### config.mk
export PLATFORM = sky130hd
export DESIGN_NAME = ads131_frame_sequencer
export DESIGN_NICKNAME = d
export VERILOG_FILES = /design/src/rtl/ads131_frame_sequencer.sv
export SDC_FILE = /design/constraint.sdc
export NUM_CORES = 1
export LEC_CHECK = 0
export CAP_MARGIN = 20
export CORE_ASPECT_RATIO = 1.4
export CORE_MARGIN = 4
export CORE_UTILIZATION = 46
export CTS_CLUSTER_DIAMETER = 100
export DETAILED_ROUTE_END_ITERATION = 10
export PLACE_DENSITY = 0.78
export SYNTH_ARGS = -nofsm -noshare
export SYNTH_HDL_FRONTEND = slang
export SYNTH_SLANG_ARGS = --single-unit
### constraint.sdc
create_clock -name system_clock -period 21.1 [get_ports system_clock]
set_clock_uncertainty 0.15 [all_clocks]
set_input_delay 4.22 -clock system_clock [delete_from_list [all_inputs] [get_ports system_clock]]
set_output_delay 4.22 -clock system_clock [all_outputs]
set_load 0.01 [all_outputs]
### src/rtl/ads131_frame_sequencer.sv
// Request sequencer for the ADS131A0x SPI word engine: runs the init command list, then reads one
// status word plus NUM_CH channel words per DRDY fall and presents them as a valid/ready frame.
module ads131_frame_sequencer #(
    parameter int NUM_CH    = 4,
    parameter int WORD_BITS = 24,
    parameter int ACK_TMO   = 1023
) (
    input  logic                        system_clock,
    input  logic                        reset,
    input  logic                        start,
    input  logic                        drdy_n,
    output logic                        xfer_req,
    output logic [15:0]                 xfer_cmd,
    input  logic                        xfer_ack,
    input  logic [WORD_BITS-1:0]        xfer_rdata,
    output logic                        frame_valid,
    input  logic                        frame_ready,
    output logic [NUM_CH*WORD_BITS-1:0] frame_data,
    output logic [15:0]                 frame_status,
    output logic                        init_done,
    output logic                        error,
    output logic                        overrun,
    output logic [2:0]                  state
);

    localparam int TMO_W = $clog2(ACK_TMO + 1);
    localparam int KW    = $clog2(NUM_CH + 1);
    localparam int FW    = NUM_CH * WORD_BITS;

    typedef enum logic [2:0] {
        IDLE  = 3'd0,
        CMD   = 3'd1,
        RSP   = 3'd2,
        ARMED = 3'd3,
        READ  = 3'd4,
        ERROR = 3'd5
    } state_t;

    function automatic logic [15:0] rom_cmd(input logic [2:0] i);
        case (i)
            3'd0:    rom_cmd = 16'h0655;
            3'd1:    rom_cmd = 16'h4B68;
            3'd2:    rom_cmd = 16'h4D02;
            3'd3:    rom_cmd = 16'h4F0F;
            default: rom_cmd = 16'h0033;
        endcase
    endfunction

    function automatic logic [15:0] rom_rsp(input logic [2:0] i);
        case (i)
            3'd0:    rom_rsp = 16'h0655;
            3'd1:    rom_rsp = 16'h2B68;
            3'd2:    rom_rsp = 16'h2D02;
            3'd3:    rom_rsp = 16'h2F0F;
            default: rom_rsp = 16'h0033;
        endcase
    endfunction

    state_t           state_q, state_d;
    logic [2:0]       idx_q, idx_d;
    logic [KW-1:0]    k_q, k_d;
    logic [TMO_W-1:0] tmo_q, tmo_d;
    logic             req_q, req_d;
    logic [15:0]      cmd_q, cmd_d;
    logic [FW-1:0]    shadow_q, shadow_d;
    logic [15:0]      sh_status_q, sh_status_d;
    logic [FW-1:0]    data_q, data_d;
    logic [15:0]      status_q, status_d;
    logic             valid_q, valid_d;
    logic             init_done_q, init_done_d;
    logic             error_q, error_d;
    logic             overrun_q, overrun_d;
    logic [2:0]       drdy_sync_q, drdy_sync_d;

    logic [15:0] rsp_word;
    logic        drdy_fall;
    logic        commit;

    assign rsp_word  = xfer_rdata[WORD_BITS-1 -: 16];
    // Bit 2 is the edge-detect stage: a fall is old-high, new-low.
    assign drdy_fall = drdy_sync_q[2] & ~drdy_sync_q[1];

    always_comb begin
        state_d     = state_q;
        idx_d       = idx_q;
        k_d         = k_q;
        tmo_d       = tmo_q;
        req_d       = req_q;
        cmd_d       = cmd_q;
        shadow_d    = shadow_q;
        sh_status_d = sh_status_q;
        data_d      = data_q;
        status_d    = status_q;
        valid_d     = valid_q;
        init_done_d = init_done_q;
        error_d     = error_q;
        overrun_d   = overrun_q;
        drdy_sync_d = {drdy_sync_q[1:0], drdy_n};
        commit      = 1'b0;

        if (start) begin
            state_d     = CMD;
            idx_d       = 3'd0;
            req_d       = 1'b0;
            tmo_d       = '0;
            valid_d     = 1'b0;
            init_done_d = 1'b0;
            error_d     = 1'b0;
            overrun_d   = 1'b0;
        end else begin
            if (valid_q && frame_ready) valid_d = 1'b0;

            unique case (state_q)
                IDLE: ;
                CMD, RSP, READ: begin
                    if (!req_q) begin
                        req_d = 1'b1;
                        cmd_d = (state_q == CMD) ? rom_cmd(idx_q) : 16'h0000;
                        tmo_d = '0;
                    end else if (xfer_ack) begin
                        req_d = 1'b0;
                        if (state_q == CMD) begin
                            state_d = RSP;
                        end else if (state_q == RSP) begin
                            if (rsp_word != rom_rsp(idx_q)) begin
                                state_d = ERROR;
                            end else if (idx_q == 3'd4) begin
                                state_d     = ARMED;
                                init_done_d = 1'b1;
                            end else begin
                                idx_d   = idx_q + 3'd1;
                                state_d = CMD;
                            end
                        end else begin
                            if (k_q == '0) sh_status_d = rsp_word;
                            for (int c = 0; c < NUM_CH; c++) begin
                                if (k_q == KW'(c + 1)) shadow_d[c*WORD_BITS +: WORD_BITS] = xfer_rdata;
                            end
                            if (k_q == KW'(NUM_CH)) begin
                                commit  = 1'b1;
                                state_d = ARMED;
                            end else begin
                                k_d = k_q + KW'(1);
                            end
                        end
                    end else if (tmo_q == TMO_W'(ACK_TMO - 1)) begin
                        state_d = ERROR;
                    end else begin
                        tmo_d = tmo_q + TMO_W'(1);
                    end
                end
                ARMED: begin
                    // Request goes out on the edge-detect cycle itself to hit the 3-cycle DRDY latency.
                    if (drdy_fall) begin
                        state_d = READ;
                        k_d     = '0;
                        req_d   = 1'b1;
                        cmd_d   = 16'h0000;
                        tmo_d   = '0;
                    end
                end
                ERROR: ;
                default: state_d = IDLE;
            endcase

            if (state_d == ERROR) begin
                req_d       = 1'b0;
                init_done_d = 1'b0;
                error_d     = 1'b1;
            end

            if (commit) begin
                data_d   = shadow_d;
                status_d = sh_status_d;
                if (valid_q && !frame_ready) overrun_d = 1'b1;
                valid_d  = 1'b1;
            end
        end
    end

    // NOTE: sequential state uses non-blocking assignments only; all next-state math lives in always_comb.
    always_ff @(posedge system_clock or posedge reset) begin
        if (reset) begin
            state_q     <= IDLE;
            idx_q       <= '0;
            k_q         <= '0;
            tmo_q       <= '0;
            req_q       <= 1'b0;
            cmd_q       <= '0;
            shadow_q    <= '0;
            sh_status_q <= '0;
            data_q      <= '0;
            status_q    <= '0;
            valid_q     <= 1'b0;
            init_done_q <= 1'b0;
            error_q     <= 1'b0;
            overrun_q   <= 1'b0;
            drdy_sync_q <= 3'b111;
        end else begin
            state_q     <= state_d;
            idx_q       <= idx_d;
            k_q         <= k_d;
            tmo_q       <= tmo_d;
            req_q       <= req_d;
            cmd_q       <= cmd_d;
            shadow_q    <= shadow_d;
            sh_status_q <= sh_status_d;
            data_q      <= data_d;
            status_q    <= status_d;
            valid_q     <= valid_d;
            init_done_q <= init_done_d;
            error_q     <= error_d;
            overrun_q   <= overrun_d;
            drdy_sync_q <= drdy_sync_d;
        end
    end

    assign xfer_req     = req_q;
    assign xfer_cmd     = cmd_q;
    assign frame_valid  = valid_q;
    assign frame_data   = data_q;
    assign frame_status = status_q;
    assign init_done    = init_done_q;
    assign error        = error_q;
    assign overrun      = overrun_q;
    assign state        = state_q;

endmodule
==> flow_metrics.env, run 1 <==
export IMPL_clkTransAtPathRegs_ps=60
export IMPL_dieArea_sq_um=26200
export IMPL_ys_seq_elements=237
export IMPL_dp_slack_ps=13700
export IMPL_antenna_left=0
export IMPL_cts_sinks=237
export IMPL_grt_antenna_before_repair=0
export IMPL_final_layout_size_suffix_gt1_frac=0.1224
export IMPL_async_flop_share=1.000
export IMPL_grt_setup_unrepaired="false"
export IMPL_start_kind="input pin"
export IMPL_gp_congestion=0.7743
export IMPL_cts_htree_levels=1
export IMPL_first_iter_violations=446
export IMPL_setup_tns_ps=0
export IMPL_synth_largest_area_cell="dfrtp_1"
export IMPL_clock_latency_ps=500
export IMPL_ctsResizeCount=0
export IMPL_io_pin_count=166
export IMPL_setup_viol=0
export IMPL_die_w_um=137.9
export IMPL_dr_pass1_iters=7
export IMPL_synth_area_leaders="dfrtp_1 54%, mux2i_1 8.0%, mux2_2 7.0%, nand2_1 6.5%, o21ai_1 4.1%"
export IMPL_nFillCells=1991
export IMPL_cts_tree="yes"
export IMPL_required_ps=21330
export IMPL_fin_crit_sh=0.3261
export IMPL_grt_busiest_layer="met2"
export IMPL_ctsLongestPathBuffers=3
export IMPL_maxSlewHeadroom=0.3713
export IMPL_yosys_warnings=0
export IMPL_tightestPinTransition_ps=943.1
export IMPL_grt_total_usage=0.1909
export IMPL_grtUsageMet3=0.02275
export IMPL_finalHoldViolations=0
export IMPL_yosysTopAreaCellShare=0.5385
export IMPL_io_buffers=161
export IMPL_routedWlPerCell_um=17.46
export IMPL_status="completed"
export IMPL_die_h_um=189.9
export IMPL_overflow=0
export IMPL_syn2layout_area_growth_pct=22.26
export IMPL_antennaDiodeCount=0
export IMPL_vias=7629
export IMPL_synth_edf_count=0
export IMPL_ys_seq_area_frac=0.5457
export IMPL_maxCapViolations=0
export IMPL_synth_avg_cell_area_sq_um=11.04
export IMPL_grt_pass1_vias=7675
export IMPL_ys_flop_type="dfrtp_1"
export IMPL_gr_usage_met2=0.3173
export IMPL_ff2ff_setup_slack_ps=17540
export IMPL_power_per_cell_area_nw_per_um2=79.65
export IMPL_numCtsBuffers=23
export IMPL_finalWorstSetupSlack_ps=14220
export IMPL_root_buffer="clkbuf_16"
export IMPL_met1_usage=0.2665
export IMPL_cp_arrival_ps=7110
export IMPL_slew_viol_final=0
export IMPL_leakage_nw=6.512
export IMPL_synthCells=985
export IMPL_post_cts_buffers=0
export IMPL_fmaxAchievable_mhz=145.3
export IMPL_mappedNetlistArea_sq_um=10870
export IMPL_yosysUniqueCellTypes=66
export IMPL_ir_drop_uv=75.47
export IMPL_cts_hold_buffers=0
export IMPL_fp_row_count=66
export IMPL_routed_wirelength_um=24880
export IMPL_hold_class="reg2reg"
export IMPL_fin_crit_ps=6881
export IMPL_drc=0
export IMPL_final_net_count=1145
export IMPL_multi_input_area_sq_um=4436
export IMPL_seq_area_sq_um=5934
export IMPL_grt_first_pass_wirelength_um=40240
export IMPL_via_per_inst=5.354
export IMPL_core_sq_um=23290
export IMPL_critPathKind="in2reg"
export IMPL_cp_max_fo=25
export IMPL_dp_hpwl_um=16500
export IMPL_initial_core_util=0.4670
export IMPL_end_kind="register"
export IMPL_grt_max_degree=122
cells in the mapped netlist, types with 5 or more instances:
master,count
nor3_1,6
mux2_1,19
a21oi_1,12
nand4_1,6
clkbuf_1,37
mux2_2,68
buf_6,15
nor2_1,23
a211oi_1,6
o21ai_0,21
nand2_1,189
o21ai_1,90
nand3_1,7
dfrtp_1,234
nor2_4,5
ha_1,12
nand2b_1,7
mux2i_1,87
o31ai_1,19
nor2b_1,10
buf_2,15
inv_1,13
buf_4,11
worst max-delay path, stage by stage:
cell	delay (ps)
clkdlybuf4s50_1	480
and2_1	430
nand2b_4	120
nor2_4	170
nand2_2	500
nor2_4	770
mux2_2	410
layout make-up:
| cell class | instances | area share |
|---|---|---|
| Tap cell | 306 | 0.02880 |
| Sequential cell | 237 | 0.4464 |
| Inverter | 13 | 0.004235 |
| Timing Repair Buffer | 171 | 0.1299 |
| Clock inverter | 6 | 0.005176 |
| Clock buffer | 35 | 0.05195 |
| Multi-Input combinational cell | 657 | 0.3336 |
final timing paths:
| path | from | cells past startpoint | endpoint |
|---|---|---|---|
| setup / recovery | xfer_ack | 7 | shadow_q[24] |
| hold / removal | drdy_sync_q[0] | 0 | drdy_sync_q[1] |
| setup reg to reg | state[1] | 6 | shadow_q[24] |
| hold reg to reg | drdy_sync_q[0] | 0 | drdy_sync_q[1] |
| max in group asynchronous | reset | 5 | frame_data[81] |
| min in group asynchronous | reset | 2 | frame_data[74] |
power by group:
part           switching, W  internal [W]  leakage (nW)
combinational     0.0000864     0.0000640          2.87
clock              0.000170      0.000239         0.371
sequential        0.0000236      0.000476          3.27
registers in the layout, summed over array words and instances, names as in the netlist:
name	cells
drdy_sync_q	3
error	1
frame_data	96
frame_status	16
frame_valid	1
idx_q	3
init_done	1
k_q	3
overrun	1
sh_status_q	16
shadow_q	72
state	3
tmo_q	10
xfer_cmd	10
xfer_req	1
per-stage QoR:
stage / instances / instance area (sq um) / util / power, W / hold WS, ps
finish: 1425 / 13300 / 0.5709 / 0.001059 / 208.2
global route: 1425 / 13300 / 0.5709 / 0.001108 / 212.0
CTS: 1423 / 13240 / 0.5686 / 0.001070 / 210.5
detailed placement: 1382 / 12480 / 0.5359 / 0.0006559 / 200.0
global placement: 1382 / 12480 / 0.5359 / 0.0006516 / 199.0
floorplan: 988 / 10890 / - / 0.0006011 / 195.2
layer usage:
| layer | part of all wire | up-vias |
|---|---|---|
| met5 | 0 | - |
| met4 | 0.021 | 0 |
| met3 | 0.049 | 33 |
| met2 | 0.49 | 222 |
| met1 | 0.44 | 3739 |
| li1 | - | 3635 |
logic make-up (layout without fill, tap and decap cells):
group	after synthesis	count (layout)	synth area share
multiplexers	174	174	0.1702
XOR/XNOR	3	3	0.002417
AO/OA/AOI/OAI	179	179	0.09803
AND/OR/NAND/NOR	285	285	0.1212
adder cells (fa/ha/maj)	12	12	0.01381
other	1	4	0.0003449
buffers and inverters	94	225	0.04833
flip-flops	237	237	0.5457
cell usage in the layout, fill, tap and decap left out, types with 5 or more instances in the layout:
master           netlist  layout
a21oi_1               12      12
clkdlybuf4s50_1        0     161
clkbuf_1              37       5
clkbuf_16              0      23
dfrtp_1              234     234
nor2_1                23      23
mux2_2                68      68
nor3_1                 6       5
buf_4                 11       8
o21ai_0               21      21
nand2b_1               7       7
nor2b_1               10      10
mux2i_1               87      87
o21ai_1               90      90
ha_1                  12      12
inv_1                 13      12
o31ai_1               19      19
clkbuf_8               0       7
nand3_1                7       7
a211oi_1               6       6
nand2_1              189     189
nor2_4                 5       5
nand4_1                6       6
mux2_1                19      19
Power figures use the tool's default switching activity.
==> run 2, diff against run 1 <==
PLACE_DENSITY = 0.8   (was 0.78)
clock period = 5.8 ns   (was 21.1 ns; I/O delays follow)
==> flow_metrics.env, run 2 (same netlist as run 1, synthesis figures left out) <==
export IMPL_hold_class="reg2reg"
export IMPL_reg2reg_depth=6
export IMPL_start_kind="input pin"
export IMPL_final_layout_size_suffix_gt1_frac=0.1204
export IMPL_instances_no_fill=1419
export IMPL_ctsLongestPathBuffers=3
export IMPL_cts_htree_levels=1
export IMPL_io_pin_count=166
export IMPL_tightestPinTransition_ps=1066
export IMPL_die_h_um=189.9
export IMPL_ctsResizeCount=0
export IMPL_crit_chain="clkdlybuf4s50_1, and2_1, nand2b_4, nor2_4, nand2_2, nor2_4, mux2_2"
export IMPL_post_cts_buffers=0
export IMPL_p_seq_frac=0.463
export IMPL_final_area_sq_um=13280
export IMPL_leakage_nw=6.499
export IMPL_die_w_um=137.9
export IMPL_overflow=0
export IMPL_core_sq_um=23290
export IMPL_status="completed"
export IMPL_dp_slack_ps=1360
export IMPL_slew_viol_final=0
export IMPL_antennaDiodeCount=0
export IMPL_cp_arrival_ps=4090
export IMPL_routed_wirelength_um=24680
export IMPL_routedWlPerCell_um=17.39
export IMPL_crit_path_top_delay_cell="nor2_4"
export IMPL_final_common_cell="dfrtp_1"
export IMPL_first_iter_violations=492
export IMPL_vias=7622
export IMPL_setup_viol=0
export IMPL_cts_hold_buffers=0
export IMPL_finalHoldViolations=0
export IMPL_placed_cells=1381
export IMPL_ff2ff_setup_slack_ps=2200
export IMPL_finalWorstSetupSlack_ps=1938
export IMPL_fin_crit_sh=0.6658
export IMPL_cts_tree="yes"
export IMPL_critPathKind="in2reg"
export IMPL_largest_reg_flops=96
export IMPL_hold_worst_slack_ps=210.2
export IMPL_final_net_count=1142
export IMPL_grt_total_usage=0.1894
export IMPL_fp_row_count=66
export IMPL_drc=0
export IMPL_dieArea_sq_um=26200
export IMPL_p_sw_frac=0.2559
export IMPL_clock_latency_ps=500
export IMPL_end_kind="register"
export IMPL_grt_setup_unrepaired="false"
export IMPL_cp_max_fo=25
export IMPL_via_per_inst=5.371
export IMPL_hp_start="drdy_sync_q[0]"
export IMPL_grt_pass1_vias=7524
export IMPL_gp_congestion=0.7979
export IMPL_post_dp_cell_area_sq_um=12490
export IMPL_initial_core_util=0.4670
export IMPL_clock_power_share=0.399
export IMPL_pwr_share_comb=0.138
export IMPL_holdPathEnd="drdy_sync_q[1]"
export IMPL_power_net_switching_w=0.001002
export IMPL_clkTransAtPathRegs_ps=60
export IMPL_grt_antenna_before_repair=0
export IMPL_syn2layout_area_growth_pct=22.08
export IMPL_min_path_cells=0
export IMPL_io_buffers=161
export IMPL_dr_pass1_iters=4
export IMPL_dp_hpwl_um=16610
export IMPL_mostFrequentLayoutCells="234 x dfrtp_1, 189 x nand2_1, 161 x clkdlybuf4s50_1"
export IMPL_grt_first_pass_wirelength_um=39760
export IMPL_r2r_start="state[1]"
export IMPL_fmaxAchievable_mhz=259.0
export IMPL_internal_power_w=0.002914
export IMPL_antenna_left=0
export IMPL_root_buffer="clkbuf_16"
export IMPL_cpPeakStageDelay_ps=800
export IMPL_numCtsBuffers=23
export IMPL_maxCapViolations=0
export IMPL_required_ps=6030
export IMPL_ir_drop_uv=282.0
export IMPL_setup_tns_ps=0
export IMPL_worstReg2RegEnd="shadow_q[17]"
export IMPL_grt_max_degree=146
export IMPL_cts_sinks=237
export IMPL_maxSlewHeadroom=0.2894
export IMPL_fin_crit_ps=3862
export IMPL_power_per_cell_area_nw_per_um2=295.0
export IMPL_path_common_cell="nor2_4"
[run 2: cell types whose count changed in the layout (fill, tap and decap cells not counted), sizes merged]
cell	previous run	this run
clkbuf	35	29
inv	14	12
clkinv	3	4
buf	10	7
clkinvlp	1	2
bufinv	1	4
[run 2: power groups by stage]
stage          Sequential [W]  Combinational [W]  Clock (W)
6_report              0.00181           0.000539    0.00156
5_1_grt               0.00183           0.000608    0.00166
4_1_cts               0.00181           0.000544    0.00160
3_5_place_dp          0.00184           0.000539          0
3_3_place_gp          0.00184           0.000531          0
2_1_floorplan         0.00183           0.000360          0
[run 2: worst max path at each step]
| stage | start | end | slack [ps] | depth (start not counted) |
|---|---|---|---|---|
| after floorplan | reset | error | 1390 | 1 |
| after global placement | xfer_ack | shadow_q[2] | 1430 | 7 |
| after detailed placement | xfer_ack | shadow_q[17] | 1360 | 7 |
| after CTS | xfer_ack | shadow_q[17] | 1900 | 7 |
| after global routing | xfer_ack | frame_data[92] | 1710 | 7 |
| final | xfer_ack | shadow_q[17] | 1940 | 7 |
[run 2: area by class of cell]
type | count | area (sq um)
Fill cell | 1947 | 10010
Sequential cell | 237 | 5934
Multi-Input combinational cell | 657 | 4436
Timing Repair Buffer | 168 | 1684
Clock buffer | 29 | 638.1
Tap cell | 306 | 382.9
Clock inverter | 9 | 147.6
Inverter | 13 | 52.55
[run 2: metrics by stage]
stage               utilization  power (W)
CTS                      0.5701   0.003956
global route             0.5701   0.004099
finish                   0.5701   0.003916
floorplan                     -   0.002187
global placement         0.5357   0.002370
detailed placement       0.5363   0.002381
[run 2: critical path, delay by kind of cell]
family                 cells  cell delay (ps)
muxes                      1              420
and+or+nand+nor            5             2010
buffers and inverters      1              480
[run 2: layer usage]
layer | vias up | global-route usage | routed length [um]
li1 | 3613 | - | -
met1 | 3771 | 0.2515 | 10430
met2 | 204 | 0.3222 | 12200
met3 | 34 | 0.02937 | 1439
met4 | 0 | 0.05247 | 602
met5 | - | 0 | 0
==> run 3, diff against run 2 <==
PLACE_DENSITY = 0.78   (was 0.8)
clock period = 3.6 ns   (was 5.8 ns; I/O delays follow)
==> flow_metrics.env, run 3 (same netlist as run 1, synthesis figures left out) <==
export IMPL_top_layer="met4"
export IMPL_r2r_start="idx_q[2]"
export IMPL_crit_path_top_delay_cell="dfrtp_1"
export IMPL_cp_arrival_ps=3330
export IMPL_critPathKind="reg2reg"
export IMPL_initial_core_util=0.4670
export IMPL_fin_crit_ps=3103
export IMPL_ctsLongestPathBuffers=3
export IMPL_cp_max_fo=17
export IMPL_ir_drop_uv=321.5
export IMPL_cpPeakStageDelay_ps=630
export IMPL_status="completed"
export IMPL_wl_met3_um=1142
export IMPL_path_delay_family="compound AO/OA/AOI/OAI gates"
export IMPL_dp_hpwl_um=17450
export IMPL_grt_antenna_before_repair=0
export IMPL_cp_buffers_inverters=1
export IMPL_p_sw_frac=0.2566
export IMPL_cts_sinks=237
export IMPL_gp_congestion=0.8537
export IMPL_grt_total_usage=0.1990
export IMPL_slew_viol_final=0
export IMPL_first_iter_violations=492
export IMPL_root_buffer="clkbuf_16"
export IMPL_crit_chain="inv_1, ha_1, xor2_1, or3_1, a222oi_1, nand4_1, o31ai_1, a21oi_1"
export IMPL_finalWorstSetupSlack_ps=496.8
export IMPL_cts_htree_levels=1
export IMPL_setup_viol=0
export IMPL_fmaxAchievable_mhz=322.3
export IMPL_tightestPinTransition_ps=885.9
export IMPL_cts_tree="yes"
export IMPL_via_per_inst=5.391
export IMPL_maxSlewHeadroom=0.4082
export IMPL_end_kind="register"
export IMPL_numCtsBuffers=23
export IMPL_leakage_nw=6.649
export IMPL_io_pin_count=166
export IMPL_io_buffers=161
export IMPL_worstReg2RegEnd="idx_q[0]"
export IMPL_overflow=0
export IMPL_clock_latency_ps=510
export IMPL_clock_power_share=0.405
export IMPL_antenna_left=0
export IMPL_routedWlPerCell_um=17.73
export IMPL_required_ps=3830
export IMPL_finalHoldViolations=0
export IMPL_grt_first_pass_wirelength_um=41930
export IMPL_vias=7811
export IMPL_final_net_count=1168
export IMPL_grt_max_degree=155
export IMPL_met1Wirelength_um=11110
export IMPL_dp_slack_ps=397.0
export IMPL_hp_start="drdy_sync_q[0]"
export IMPL_power_net_switching_w=0.001648
export IMPL_dieArea_sq_um=26200
export IMPL_dr_pass1_iters=7
export IMPL_pwr_share_comb=0.142
export IMPL_p_seq_frac=0.453
export IMPL_hold_class="reg2reg"
export IMPL_setup_tns_ps=0
export IMPL_grt_pass1_vias=8117
export IMPL_route_met2_wl_um=12840
export IMPL_die_w_um=137.9
export IMPL_clkTransAtPathRegs_ps=60
export IMPL_largest_reg_flops=96
export IMPL_drc=0
export IMPL_internal_power_w=0.004773
export IMPL_antennaDiodeCount=0
export IMPL_p_total_w=0.006420
export IMPL_final_layout_size_suffix_gt1_frac=0.1426
export IMPL_holdPathEnd="drdy_sync_q[1]"
export IMPL_mostFrequentLayoutCells="234 x dfrtp_1, 189 x nand2_1, 161 x clkdlybuf4s50_1"
export IMPL_power_per_cell_area_nw_per_um2=474.0
export IMPL_core_sq_um=23290
export IMPL_fin_crit_sh=0.8620
export IMPL_ff2ff_setup_slack_ps=500
export IMPL_ctsResizeCount=0
export IMPL_maxCapViolations=0
export IMPL_min_path_cells=0
export IMPL_post_cts_buffers=0
export IMPL_die_h_um=189.9
export IMPL_fp_row_count=66
export IMPL_start_kind="register"
export IMPL_grt_setup_unrepaired="false"
export IMPL_syn2layout_area_growth_pct=24.57
export IMPL_routed_wirelength_um=25680
export IMPL_reg2reg_depth=8
export IMPL_final_common_cell="dfrtp_1"
export IMPL_cts_hold_buffers=0
[run 3: changes by cell type in the layout (fill, tap and decap cells not counted)]
cell / change
clkbuf_8: +2
buf_8: -1
clkbuf_1: +1
buf_4: +24
inv_6: +1
buf_12: +3
clkinv_2: -2
clkinvlp_4: +2
[run 3: power by group through the flow]
stage | combinational, W | clock [W] | sequential (W)
floorplan | 0.000580 | 0 | 0.00294
global placement | 0.000891 | 0 | 0.00295
detailed placement | 0.000907 | 0 | 0.00295
CTS | 0.000920 | 0.00266 | 0.00291
global route | 0.00103 | 0.00277 | 0.00293
finish | 0.000913 | 0.00260 | 0.00291
[run 3: metal layers]
metal | GRT usage | up-vias
met5 | 0 | -
met3 | 0.02672 | 43
met1 | 0.2636 | 3909
met2 | 0.3417 | 195
li1 | - | 3664
met4 | 0.05589 | 0
[run 3: cell type report]
class,instances,area [sq um]
clock buffers,32,669.4
clock inverters,10,161.4
fillers,2007,9742
inverters,13,52.55
multi-input cells,657,4436
flip-flops and latches,237,5934
well taps,306,382.9
repair buffers,194,1909
[run 3: how the worst max path moves through the flow]
stage,startpoint,endpoint,cells after the start
final,idx_q[2],idx_q[0],8
after global routing,idx_q[2],idx_q[0],9
after CTS,idx_q[0],state[1],8
after detailed placement,xfer_ack,tmo_q[5],7
after global placement,xfer_rdata[22],state[1],8
after floorplan,reset,error,1
[run 3: through the flow]
| stage | hold slack (ps) | instance area (sq um) | std cells | utilization |
|---|---|---|---|---|
| 5_1_grt | 216.4 | 13550 | 1449 | 0.5817 |
| 3_5_place_dp | 199.5 | 12710 | 1407 | 0.5460 |
| 6_report | 207.4 | 13550 | 1449 | 0.5817 |
| 3_3_place_gp | 202.3 | 12710 | 1407 | 0.5460 |
| 4_1_cts | 210.6 | 13550 | 1449 | 0.5817 |
| 2_1_floorplan | 195.2 | 10890 | 988 | - |
[run 3: worst register-to-register path, delay by kind of cell (launching register included)]
kind | cells | cell delay, ps
adders and majority gates | 1 | 360
and+or+nand+nor | 2 | 650
AOI/OAI and AO/OA | 3 | 900
xor gates and xnor gates | 1 | 200
DFF | 1 | 630
buffers and inverters | 1 | 90
